### config.mk
export PLATFORM = sky130hd
export DESIGN_NAME = rgb_color_sequencer
export DESIGN_NICKNAME = d
export VERILOG_FILES = /design/src/rtl/rgb_seq_pkg.sv /design/src/rtl/tick_prescaler.sv /design/src/rtl/rgb_color_sequencer.sv
export SDC_FILE = /design/constraint.sdc
export NUM_CORES = 1
export LEC_CHECK = 0
export CORE_ASPECT_RATIO = 1.2
export CORE_MARGIN = 5
export CORE_UTILIZATION = 35
export CTS_BUF_LIST = sky130_fd_sc_hd__clkbuf_4 sky130_fd_sc_hd__clkbuf_8 sky130_fd_sc_hd__clkbuf_16
export DETAILED_ROUTE_END_ITERATION = 8
export PLACE_DENSITY = 0.49
export SLEW_MARGIN = 25
export SYNTH_ARGS = -nofsm -noshare
export SYNTH_HDL_FRONTEND = slang
export SYNTH_SLANG_ARGS = --single-unit
### constraint.sdc
create_clock -name clk -period 6.99 [get_ports clk]
set_input_delay 0.699 -clock clk [delete_from_list [all_inputs] [get_ports clk]]
set_output_delay 0.699 -clock clk [all_outputs]
set_load 0.005 [all_outputs]
### src/rtl/rgb_seq_pkg.sv
// Shared definitions for the RGB colour sequencer.
//   - PAL_R/G/B : 7-entry colour palette, 8-bit per channel
//   - MODE_*    : switch encodings (static, step, fade, blank)
//   - state_e   : sequencer FSM states
//   - idx_next  : palette index successor with 6 -> 0 wrap
//   - step_toward : moves a channel one count toward its target
package rgb_seq_pkg;

    localparam int unsigned NumColors = 7;

    // Index:                           red     orange  yellow  green   blue    pinying purple
    localparam logic [7:0] PAL_R [0:6] = '{8'd255, 8'd255, 8'd255, 8'd0,   8'd0,   8'd8,   8'd160};
    localparam logic [7:0] PAL_G [0:6] = '{8'd0,   8'd97,  8'd255, 8'd255, 8'd0,   8'd46,  8'd32};
    localparam logic [7:0] PAL_B [0:6] = '{8'd0,   8'd0,   8'd0,   8'd0,   8'd255, 8'd84,  8'd240};

    localparam logic [1:0] MODE_STATIC = 2'b00;
    localparam logic [1:0] MODE_STEP   = 2'b01;
    localparam logic [1:0] MODE_FADE   = 2'b10;
    localparam logic [1:0] MODE_BLANK  = 2'b11;

    typedef enum logic [2:0] {
        StIdle,
        StStatic,
        StDwell,
        StFade,
        StBlank
    } state_e;

    function automatic logic [2:0] idx_next(input logic [2:0] idx);
        return (idx == 3'(NumColors - 1)) ? 3'd0 : idx + 3'd1;
    endfunction

    // Never passes the target, so no wrap is possible.
    function automatic logic [7:0] step_toward(input logic [7:0] cur, input logic [7:0] tgt);
        if (cur < tgt) begin
            return cur + 8'd1;
        end else if (cur > tgt) begin
            return cur - 8'd1;
        end
        return cur;
    endfunction

endpackage

### src/rtl/tick_prescaler.sv
// Free-running enable-gated prescaler producing a 1-cycle tick.
//   clk  : clock
//   rst  : asynchronous active-low reset
//   en   : count enable; 0 holds the count and suppresses tick
//   tick : high for one cycle when the count sits at PRESCALE-1
module tick_prescaler #(
    parameter int unsigned PRESCALE = 50000
) (
    input  logic clk,
    input  logic rst,
    input  logic en,
    output logic tick
);

    localparam int unsigned     CntW   = (PRESCALE > 2) ? $clog2(PRESCALE) : 1;
    localparam logic [CntW-1:0] CntMax = CntW'(PRESCALE - 1);

    logic [CntW-1:0] cnt_q;

    assign tick = en && (cnt_q == CntMax);

    always_ff @(posedge clk or negedge rst) begin
        if (!rst) begin
            cnt_q <= '0;
        end else if (en) begin
            cnt_q <= (cnt_q == CntMax) ? '0 : cnt_q + CntW'(1);
        end
    end

endmodule

### src/rtl/rgb_color_sequencer.sv
// RGB colour sequencer feeding three 8-bit PWM generators.
//   clk        : clock
//   rst        : asynchronous active-low reset
//   en         : sequencer enable; 0 freezes counters, state and working colour
//   sw         : mode 00 static, 01 step, 10 fade, 11 blank
//   period_end : pulse from the PWM on the last cycle of its period
//   R/G/B_time_out : shadowed duty values, loaded only on period_end
//   color_idx  : current palette index (unshadowed)
//   upd        : 1-cycle pulse the cycle after a shadow load
module rgb_color_sequencer
    import rgb_seq_pkg::*;
#(
    parameter int unsigned PRESCALE = 50000,
    parameter int unsigned DWELL    = 200
) (
    input  logic       clk,
    input  logic       rst,
    input  logic       en,
    input  logic [1:0] sw,
    input  logic       period_end,
    output logic [7:0] R_time_out,
    output logic [7:0] G_time_out,
    output logic [7:0] B_time_out,
    output logic [2:0] color_idx,
    output logic       upd
);

    localparam int unsigned    DwW      = (DWELL > 1) ? $clog2(DWELL) : 1;
    localparam logic [DwW-1:0] DwellMax = DwW'(DWELL - 1);

    logic           tick;
    state_e         state_q;
    logic [2:0]     idx_q;
    logic [7:0]     wr_q, wg_q, wb_q;
    logic [DwW-1:0] dwell_q;
    logic [1:0]     sw_q;
    logic [7:0]     r_out_q, g_out_q, b_out_q;
    logic           upd_q;

    logic [2:0] nxt;
    logic [7:0] tgt_r, tgt_g, tgt_b;
    logic [7:0] fr, fg, fb;
    logic       fade_done;
    logic       mode_chg;
    logic       dwell_last;

    tick_prescaler #(
        .PRESCALE(PRESCALE)
    ) u_prescaler (
        .clk (clk),
        .rst (rst),
        .en  (en),
        .tick(tick)
    );

    always_comb begin
        nxt        = idx_next(idx_q);
        tgt_r      = PAL_R[nxt];
        tgt_g      = PAL_G[nxt];
        tgt_b      = PAL_B[nxt];
        fr         = step_toward(wr_q, tgt_r);
        fg         = step_toward(wg_q, tgt_g);
        fb         = step_toward(wb_q, tgt_b);
        // Judged on the post-step values so arrival and index advance share one tick.
        fade_done  = (fr == tgt_r) && (fg == tgt_g) && (fb == tgt_b);
        mode_chg   = (sw != sw_q);
        dwell_last = (dwell_q == DwellMax);
    end

    // Sequencer FSM; everything holds while en is low, including sw_q, so a
    // switch change made while frozen is seen as a mode change on resume.
    always_ff @(posedge clk or negedge rst) begin
        if (!rst) begin
            state_q <= StIdle;
            idx_q   <= '0;
            wr_q    <= '0;
            wg_q    <= '0;
            wb_q    <= '0;
            dwell_q <= '0;
            sw_q    <= MODE_STATIC;
        end else if (en) begin
            sw_q <= sw;
            if (state_q == StIdle) begin
                // Fade mode starts with a dwell on the current colour.
                dwell_q <= '0;
                if (sw == MODE_BLANK) begin
                    state_q <= StBlank;
                end else begin
                    state_q <= (sw == MODE_STATIC) ? StStatic : StDwell;
                    wr_q    <= PAL_R[idx_q];
                    wg_q    <= PAL_G[idx_q];
                    wb_q    <= PAL_B[idx_q];
                end
            end else if (mode_chg) begin
                // Any tick in this cycle is dropped.
                dwell_q <= '0;
                unique case (sw)
                    MODE_STATIC, MODE_STEP: begin
                        state_q <= (sw == MODE_STATIC) ? StStatic : StDwell;
                        wr_q    <= PAL_R[idx_q];
                        wg_q    <= PAL_G[idx_q];
                        wb_q    <= PAL_B[idx_q];
                    end
                    MODE_FADE: state_q <= StFade;
                    default:   state_q <= StBlank;
                endcase
            end else begin
                unique case (state_q)
                    StStatic: begin
                        wr_q <= PAL_R[idx_q];
                        wg_q <= PAL_G[idx_q];
                        wb_q <= PAL_B[idx_q];
                    end
                    StDwell: begin
                        if (tick) begin
                            if (dwell_last) begin
                                dwell_q <= '0;
                                if (sw == MODE_FADE) begin
                                    state_q <= StFade;
                                end else begin
                                    idx_q <= nxt;
                                    wr_q  <= tgt_r;
                                    wg_q  <= tgt_g;
                                    wb_q  <= tgt_b;
                                end
                            end else begin
                                dwell_q <= dwell_q + DwW'(1);
                            end
                        end
                    end
                    StFade: begin
                        if (tick) begin
                            wr_q <= fr;
                            wg_q <= fg;
                            wb_q <= fb;
                            if (fade_done) begin
                                idx_q   <= nxt;
                                state_q <= StDwell;
                            end
                        end
                    end
                    StBlank: begin
                        wr_q <= '0;
                        wg_q <= '0;
                        wb_q <= '0;
                    end
                    default: state_q <= StIdle;
                endcase
            end
        end
    end

    // Shadow registers: duty values only move on a PWM period boundary.
    always_ff @(posedge clk or negedge rst) begin
        if (!rst) begin
            r_out_q <= '0;
            g_out_q <= '0;
            b_out_q <= '0;
            upd_q   <= 1'b0;
        end else begin
            upd_q <= period_end;
            if (period_end) begin
                r_out_q <= wr_q;
                g_out_q <= wg_q;
                b_out_q <= wb_q;
            end
        end
    end

    assign R_time_out = r_out_q;
    assign G_time_out = g_out_q;
    assign B_time_out = b_out_q;
    assign color_idx  = idx_q;
    assign upd        = upd_q;

endmodule

==> impl_metrics.csv, run 1 <==
group,metric,value,unit
outcome,status,"finished clean",
floorplanning,design.core.area,17510,sq um
routing,drtIter0Drc,266,
synthesis,synth_cell_types,69,
clocking,post_cts_buffers,0,
finish,layout.nets,798,
setup_path,critPathRequiredTime,7.22,ns
synthesis,synth_cells,721,
synthesis,synth_simple_gate_area_share,19.49,%
synthesis,syn_nets,776,
clocking,ctsLongestPathBuffers,2,
floorplanning,die_w,131.7,um
clocking,cts_root_buf,"clkbuf_16",
routing,drcViolationCount,0,
sta,period_minus_slack,6.440,ns
global_routing,first_global_vias,5272,
sta,timing.setup.tns,0,ns
setup_path,crit_path_max_incr_delay,0.74,ns
clocking,cts_tree,"built",
clocking,h-tree-depth,3,
finish,antenna_cells,0,
routing,finalWirelength,15450,um
sta,worstMarginPinSlew,0.9162,ns
synthesis,synthAdderAreaFrac,10.22,%
sta,rsz0062_at_grt,"false",
sta,worst_slack,0.5501,ns
global_routing,grt_pass1_wl,26300,um
sta,relSlewSlack,38.92,%
synthesis,synthesis.area_per_instance,8.627,sq um
synthesis,synth_xor_area_share,4.506,%
synthesis,netlist_area,6220,sq um
power,leakage,3.074,nW
synthesis,async_flop_share,100.0,%
hold_path,min_path_type,"in2async",
finish,n_fill_cell,1785,
setup_path,critical_path_arrival,6.67,ns
synthesis,synth_seq_cells,81,
synthesis,synth_warnings,0,
floorplanning,fp.dieH,156.0,um
global_routing,antenna_found_initial,0,
floorplanning,num_io_pins,34,
clocking,numCtsBuffers,9,
routing,dr.pass1.iters,4,
clocking,clkTransAtPathRegs,0.06,ns
clocking,clock_sinks,81,
global_routing,grt_usage,15.36,%
synthesis,synth_edf_count,0,
synthesis,synth_flop_cell,"dfrtp_1",
routing,drt.antenna.violating_nets,0,
floorplanning,dieArea,20550,sq um
sta,setup_violations,0,
routing,wl_per_cell,15.96,um
setup_path,cp_common_cell,"ha_1",
floorplanning,initial_core_util,35.53,%
sta,clock.fmax,155.3,MHz
sta,drv_slew,0,
global_routing,grt_max_degree,64,
power,p_per_area,460.1,nW/um^2
finish,syn2layout_area_growth,13.38,%
placement,io_buffers,33,
sta,timing.final.hold_violations,0,
global_routing,grt_remaining_overflow,0,
power,ir_worst_vdd,0.1344,mV
sta,fin_crit_sh,92.13,%
clocking,cts.repair.resized,0,
synthesis,synth_compound_area_share,20.92,%
placement,dp_hpwl,11480,um
job,drv_cap,0,
setup_path,crit_path_max_fanout,21,
routing,vias,5347,
synthesis,synthMuxAreaShare,8.831,%
setup_path,end_kind,"flip-flop",
placement,pre_cts_slack,0.6265,ns
clocking,hold_buffers,0,
setup_path,crit_chain,"nand2_1 > ha_1 > or2_2 > inv_1 > ha_1 > or4b_1 > o211ai_1 > o21ai_0 > a21oi_1 > inv_1 > ha_1 > nor2b_1 > o311a_1 > a311oi_1 > o2111ai_1 > o311ai_0 > nand3_1 > nor4_1 > nand4_2 > a21boi_2 > mux2_1",
placement,gp_congestion,0.8282,
setup_path,slowest_stage,"dfrtp_1",
setup_path,worstSetupStartpointType,"flip-flop",
synthesis,ys_seq_area_share,32.59,%
setup_path,worstSetupPathType,"reg2reg",
finish,layout-drive-gt1-share,9.091,%
synthesis,synth_top_family_by_area,"compound AO/OA/AOI/OAI gates",
routing,viasPerCell,5.524,
floorplanning,rows,53,
sta,skew,0.006798,ns
clocking,clock_latency,0.35,ns
-- critical path, delay by kind of cell (launching register included) --
| kind | cells | cell delay, ns |
|---|---|---|
| flip-flops | 1 | 0.74 |
| adder cells (fa/ha/maj) | 3 | 1.02 |
| AND/OR/NAND/NOR | 7 | 1.94 |
| buffers and inverters | 2 | 0.34 |
| multiplexers | 1 | 0.34 |
| AO/OA/AOI/OAI | 8 | 1.92 |
-- cells by family (layout without fill, tap and decap cells) --
group / after synthesis / in the layout
compound gates: 208 / 208
simple gates: 245 / 245
mux: 51 / 51
fa+ha+maj: 49 / 49
buf+inv: 55 / 82
xor+xnor: 32 / 32
flops: 81 / 81
-- cells in the mapped netlist, types with 11 or more instances --
| cell | instances | area (sq um) |
|---|---|---|
| and3_1 | 11 | 68.82 |
| nand2_1 | 68 | 255.2 |
| inv_1 | 27 | 101.4 |
| xnor2_1 | 20 | 175.2 |
| clkbuf_1 | 25 | 93.84 |
| nand2b_1 | 13 | 81.33 |
| mux2i_1 | 20 | 200.2 |
| nor2_1 | 63 | 236.5 |
| xor2_1 | 12 | 105.1 |
| mux2_2 | 30 | 337.8 |
| nand4_1 | 11 | 68.82 |
| dfrtp_1 | 81 | 2027 |
| nand3_1 | 24 | 120.1 |
| o21ai_0 | 67 | 335.3 |
| ha_1 | 46 | 575.6 |
| a21oi_1 | 54 | 270.3 |
-- area by class of cell --
cell class | count | area, sq um | area share [%]
inverters | 28 | 105.1 | 1.490
repair buffers | 38 | 365.4 | 5.181
multi-input cells | 585 | 3979 | 56.42
flip-flops and latches | 81 | 2027 | 28.74
clock buffers | 10 | 232.7 | 3.300
clock inverters | 6 | 67.56 | 0.9581
well taps | 220 | 275.3 | 3.903
-- sequential cells by signal, indices dropped and copies added (netlist names) --
name / count
R_time_out: 8
dwell_q: 8
state_q: 3
sw_q: 2
wr_q: 8
G_time_out: 8
upd: 1
B_time_out: 8
u_prescaler.cnt_q: 16
wg_q: 8
wb_q: 8
color_idx: 3
-- cells in the final DEF, fill, tap and decap left out, types with 13 or more instances in the layout --
cell | Yosys | final
dfrtp_1 | 81 | 81
nand3_1 | 24 | 24
nand2b_1 | 13 | 13
mux2_2 | 30 | 30
clkdlybuf4s50_1 | 0 | 32
o21ai_0 | 67 | 67
nand2_1 | 68 | 68
ha_1 | 46 | 46
a21oi_1 | 54 | 54
nor2_1 | 63 | 63
mux2i_1 | 20 | 20
inv_1 | 27 | 27
xnor2_1 | 20 | 20
-- per-layer routing --
metal | track usage, % | part of all wire (%) | wire length [um] | vias to the layer above
li1 | - | - | - | 2673
met1 | 19.02 | 45 | 6969 | 2571
met2 | 26.52 | 49 | 7644 | 78
met3 | 2.065 | 2.4 | 368 | 25
met4 | 7.251 | 3.0 | 466 | 0
met5 | 0 | 0 | 0 | -
-- worst paths after layout --
| path | slack, ns | cells after the start | startpoint | endpoint |
|---|---|---|---|---|
| setup / recovery | 0.55 | 21 | color_idx[1] | color_idx[0] |
| hold / removal | 0.21 | 1 | rst | u_prescaler.cnt_q[12] |
| setup reg to reg | 0.55 | 21 | color_idx[1] | color_idx[0] |
| hold reg to reg | 0.50 | 1 | u_prescaler.cnt_q[3] | u_prescaler.cnt_q[3] |
| max in group asynchronous | 5.68 | 2 | rst | G_time_out[2] |
| min in group clk | 0.50 | 1 | u_prescaler.cnt_q[3] | u_prescaler.cnt_q[3] |
-- through the flow --
step / util (%) / power, W / std cells / hold slack, ns / instance area, sq um
floorplan: - / 0.002205 / 721 / 0.4034 / 6220
global placement: 38.56 / 0.002742 / 952 / 0.4725 / 6751
detailed placement: 38.56 / 0.002773 / 952 / 0.4868 / 6751
CTS: 40.28 / 0.003280 / 968 / 0.2081 / 7052
global route: 40.28 / 0.003550 / 968 / 0.2227 / 7052
finish: 40.28 / 0.003245 / 968 / 0.2086 / 7052
-- where the power goes --
group	leakage, nW	internal, W	switching [W]
clock network	0.142	0.000282	0.000201
logic	1.88	0.000887	0.00104
registers	1.05	0.000623	0.000212
Power figures use the tool's default switching activity.
==> run 2: changes to the inputs <==
--- a/config.mk
+++ b/config.mk
@@ -5,12 +5,13 @@
 export SDC_FILE = /design/constraint.sdc
 export NUM_CORES = 1
 export LEC_CHECK = 0
+export ABC_CLOCK_PERIOD_IN_PS = 6990
 export CORE_ASPECT_RATIO = 1.2
 export CORE_MARGIN = 5
 export CORE_UTILIZATION = 35
-export CTS_BUF_LIST = sky130_fd_sc_hd__clkbuf_4 sky130_fd_sc_hd__clkbuf_8 sky130_fd_sc_hd__clkbuf_16
 export DETAILED_ROUTE_END_ITERATION = 8
-export PLACE_DENSITY = 0.49
+export DONT_BUFFER_PORTS = 1
+export PLACE_DENSITY = 0.47
 export SLEW_MARGIN = 25
 export SYNTH_ARGS = -nofsm -noshare
 export SYNTH_HDL_FRONTEND = slang
==> impl_metrics.csv, run 2 (same netlist as run 1, synthesis figures left out) <==
group,metric,value,unit
routing,dr.pass1.iters,4,
sta,timing.final.hold_violations,0,
placement,gp_congestion,0.8515,
clocking,ctsLongestPathBuffers,2,
setup_path,critical_path_arrival,6.64,ns
sta,period_minus_slack,6.409,ns
floorplanning,design.core.area,17510,sq um
power,leakage,2.938,nW
global_routing,antenna_found_initial,0,
clocking,clock_sinks,81,
power,p_sw,0.001446,W
sta,timing.setup.tns,0,ns
finish,final_common_cell,"dfrtp_1",
sta,relSlewSlack,43.58,%
placement,io_buffers,0,
global_routing,first_global_vias,5138,
finish,largest-register,"u_prescaler.cnt_q",
sta,setup_violations,0,
power,power.share.clock,14.6,%
setup_path,crit_path_max_fanout,16,
sta,skew,0.01242,ns
routing,drcViolationCount,0,
setup_path,critPathRequiredTime,7.22,ns
power,power.total,0.003092,W
clocking,cts_tree,"built",
power,internal-power,0.001646,W
floorplanning,die_w,131.7,um
finish,largest_reg_flops,16,
sta,worstMarginPinSlew,0.8345,ns
routing,drt.antenna.violating_nets,0,
sta,fin_crit_sh,91.69,%
routing,vias,5157,
finish,antenna_cells,0,
global_routing,grt_usage,15.45,%
hold_path,min_path_type,"in2async",
global_routing,grt_pass1_wl,26150,um
global_routing,grt_remaining_overflow,0,
floorplanning,num_io_pins,34,
clocking,clkTransAtPathRegs,0.07,ns
sta,clock.fmax,156.0,MHz
setup_path,worstSetupStartpointType,"flip-flop",
power,combPwrFrac,57.7,%
power,switching_share,46.77,%
placement,dp_hpwl,11640,um
finish,layout.nets,765,
clocking,cts.repair.resized,0,
clocking,h-tree-depth,3,
outcome,status,"finished clean",
power,pwr-share-seq,27.7,%
finish,layout_common_cells,"dfrtp_1 (81), nand2_1 (68), o21ai_0 (67), nor2_1 (63), a21oi_1 (54)",
floorplanning,rows,53,
floorplanning,initial_core_util,35.53,%
floorplanning,fp.dieH,156.0,um
clocking,clock_latency,0.35,ns
setup_path,worstSetupPathType,"reg2reg",
routing,finalWirelength,15740,um
finish,n_fill_cell,1822,
setup_path,end_kind,"flip-flop",
sta,rsz0062_at_grt,"false",
finish,syn2layout_area_growth,7.765,%
power,p_per_area,461.3,nW/um^2
finish,layout-drive-gt1-share,9.231,%
routing,wl_per_cell,16.83,um
sta,drv_slew,0,
global_routing,grt_max_degree,82,
routing,viasPerCell,5.516,
power,ir_worst_vdd,0.1254,mV
job,drv_cap,0,
routing,drtIter0Drc,238,
clocking,post_cts_buffers,0,
clocking,hold_buffers,0,
floorplanning,dieArea,20550,sq um
clocking,numCtsBuffers,9,
clocking,cts_root_buf,"clkbuf_16",
-- run 2: worst paths after layout --
check,startpoint,end,slack [ns],cells past startpoint
max,color_idx[2],color_idx[0],0.58,21
min,rst,G_time_out[0],0.04,0
max reg2reg,color_idx[2],color_idx[0],0.58,21
min reg2reg,u_prescaler.cnt_q[9],u_prescaler.cnt_q[9],0.49,1
max in group asynchronous,rst,u_prescaler.cnt_q[4],6.79,0
min in group clk,period_end,upd,0.38,0
-- run 2: layer usage --
metal,track usage (%),share of wire [%]
met5,0,0
met4,5.781,2.4
met1,18.16,44
met2,27.81,50
met3,3.161,3.7
-- run 2: worst max-delay path, stage by stage (launching register included) --
cell and delay [ns]:
dfrtp_1 0.67, inv_1 0.16, ha_1 0.48, or2_2 0.41
inv_1 0.11, ha_1 0.18, or4b_1 0.44, o211ai_1 0.14
o21ai_0 0.12, a21oi_1 0.32, inv_1 0.24, ha_1 0.38
nor2b_1 0.17, o311a_1 0.29, a311oi_1 0.47, o2111ai_1 0.18
o311ai_0 0.14, nand3_1 0.11, nor4_1 0.47, nand4_2 0.23
a21boi_2 0.23, mux2_1 0.34
-- run 2: power by group through the flow --
stage	logic, W	clock network [W]	registers, W
after global placement	0.00175	0	0.000868
final	0.00178	0.000450	0.000857
after global routing	0.00200	0.000490	0.000892
after floorplan	0.00144	0	0.000760
after CTS	0.00179	0.000470	0.000862
after detailed placement	0.00178	0	0.000871
-- run 2: final cells by class --
class / instances / area [sq um] / area share, %
clock buffer: 10 / 229.0 / 3.416
inverter: 28 / 105.1 / 1.568
clock inverter: 6 / 50.05 / 0.7467
timing repair buffer: 5 / 37.54 / 0.5600
sequential: 81 / 2027 / 30.24
tap: 220 / 275.3 / 4.107
multi-input combinational: 585 / 3979 / 59.36
-- run 2: stage by stage --
stage,worst slack (ns),area (sq um),instances,hold slack [ns],util (%)
floorplan,1.129,6220,721,0.4034,-
detailed placement,0.6558,6424,919,0.4074,36.69
global route,0.1121,6703,935,0.02665,38.29
CTS,0.6378,6703,935,0.02794,38.29
finish,0.5808,6703,935,0.04421,38.29
global placement,0.9954,6424,919,0.4062,36.69
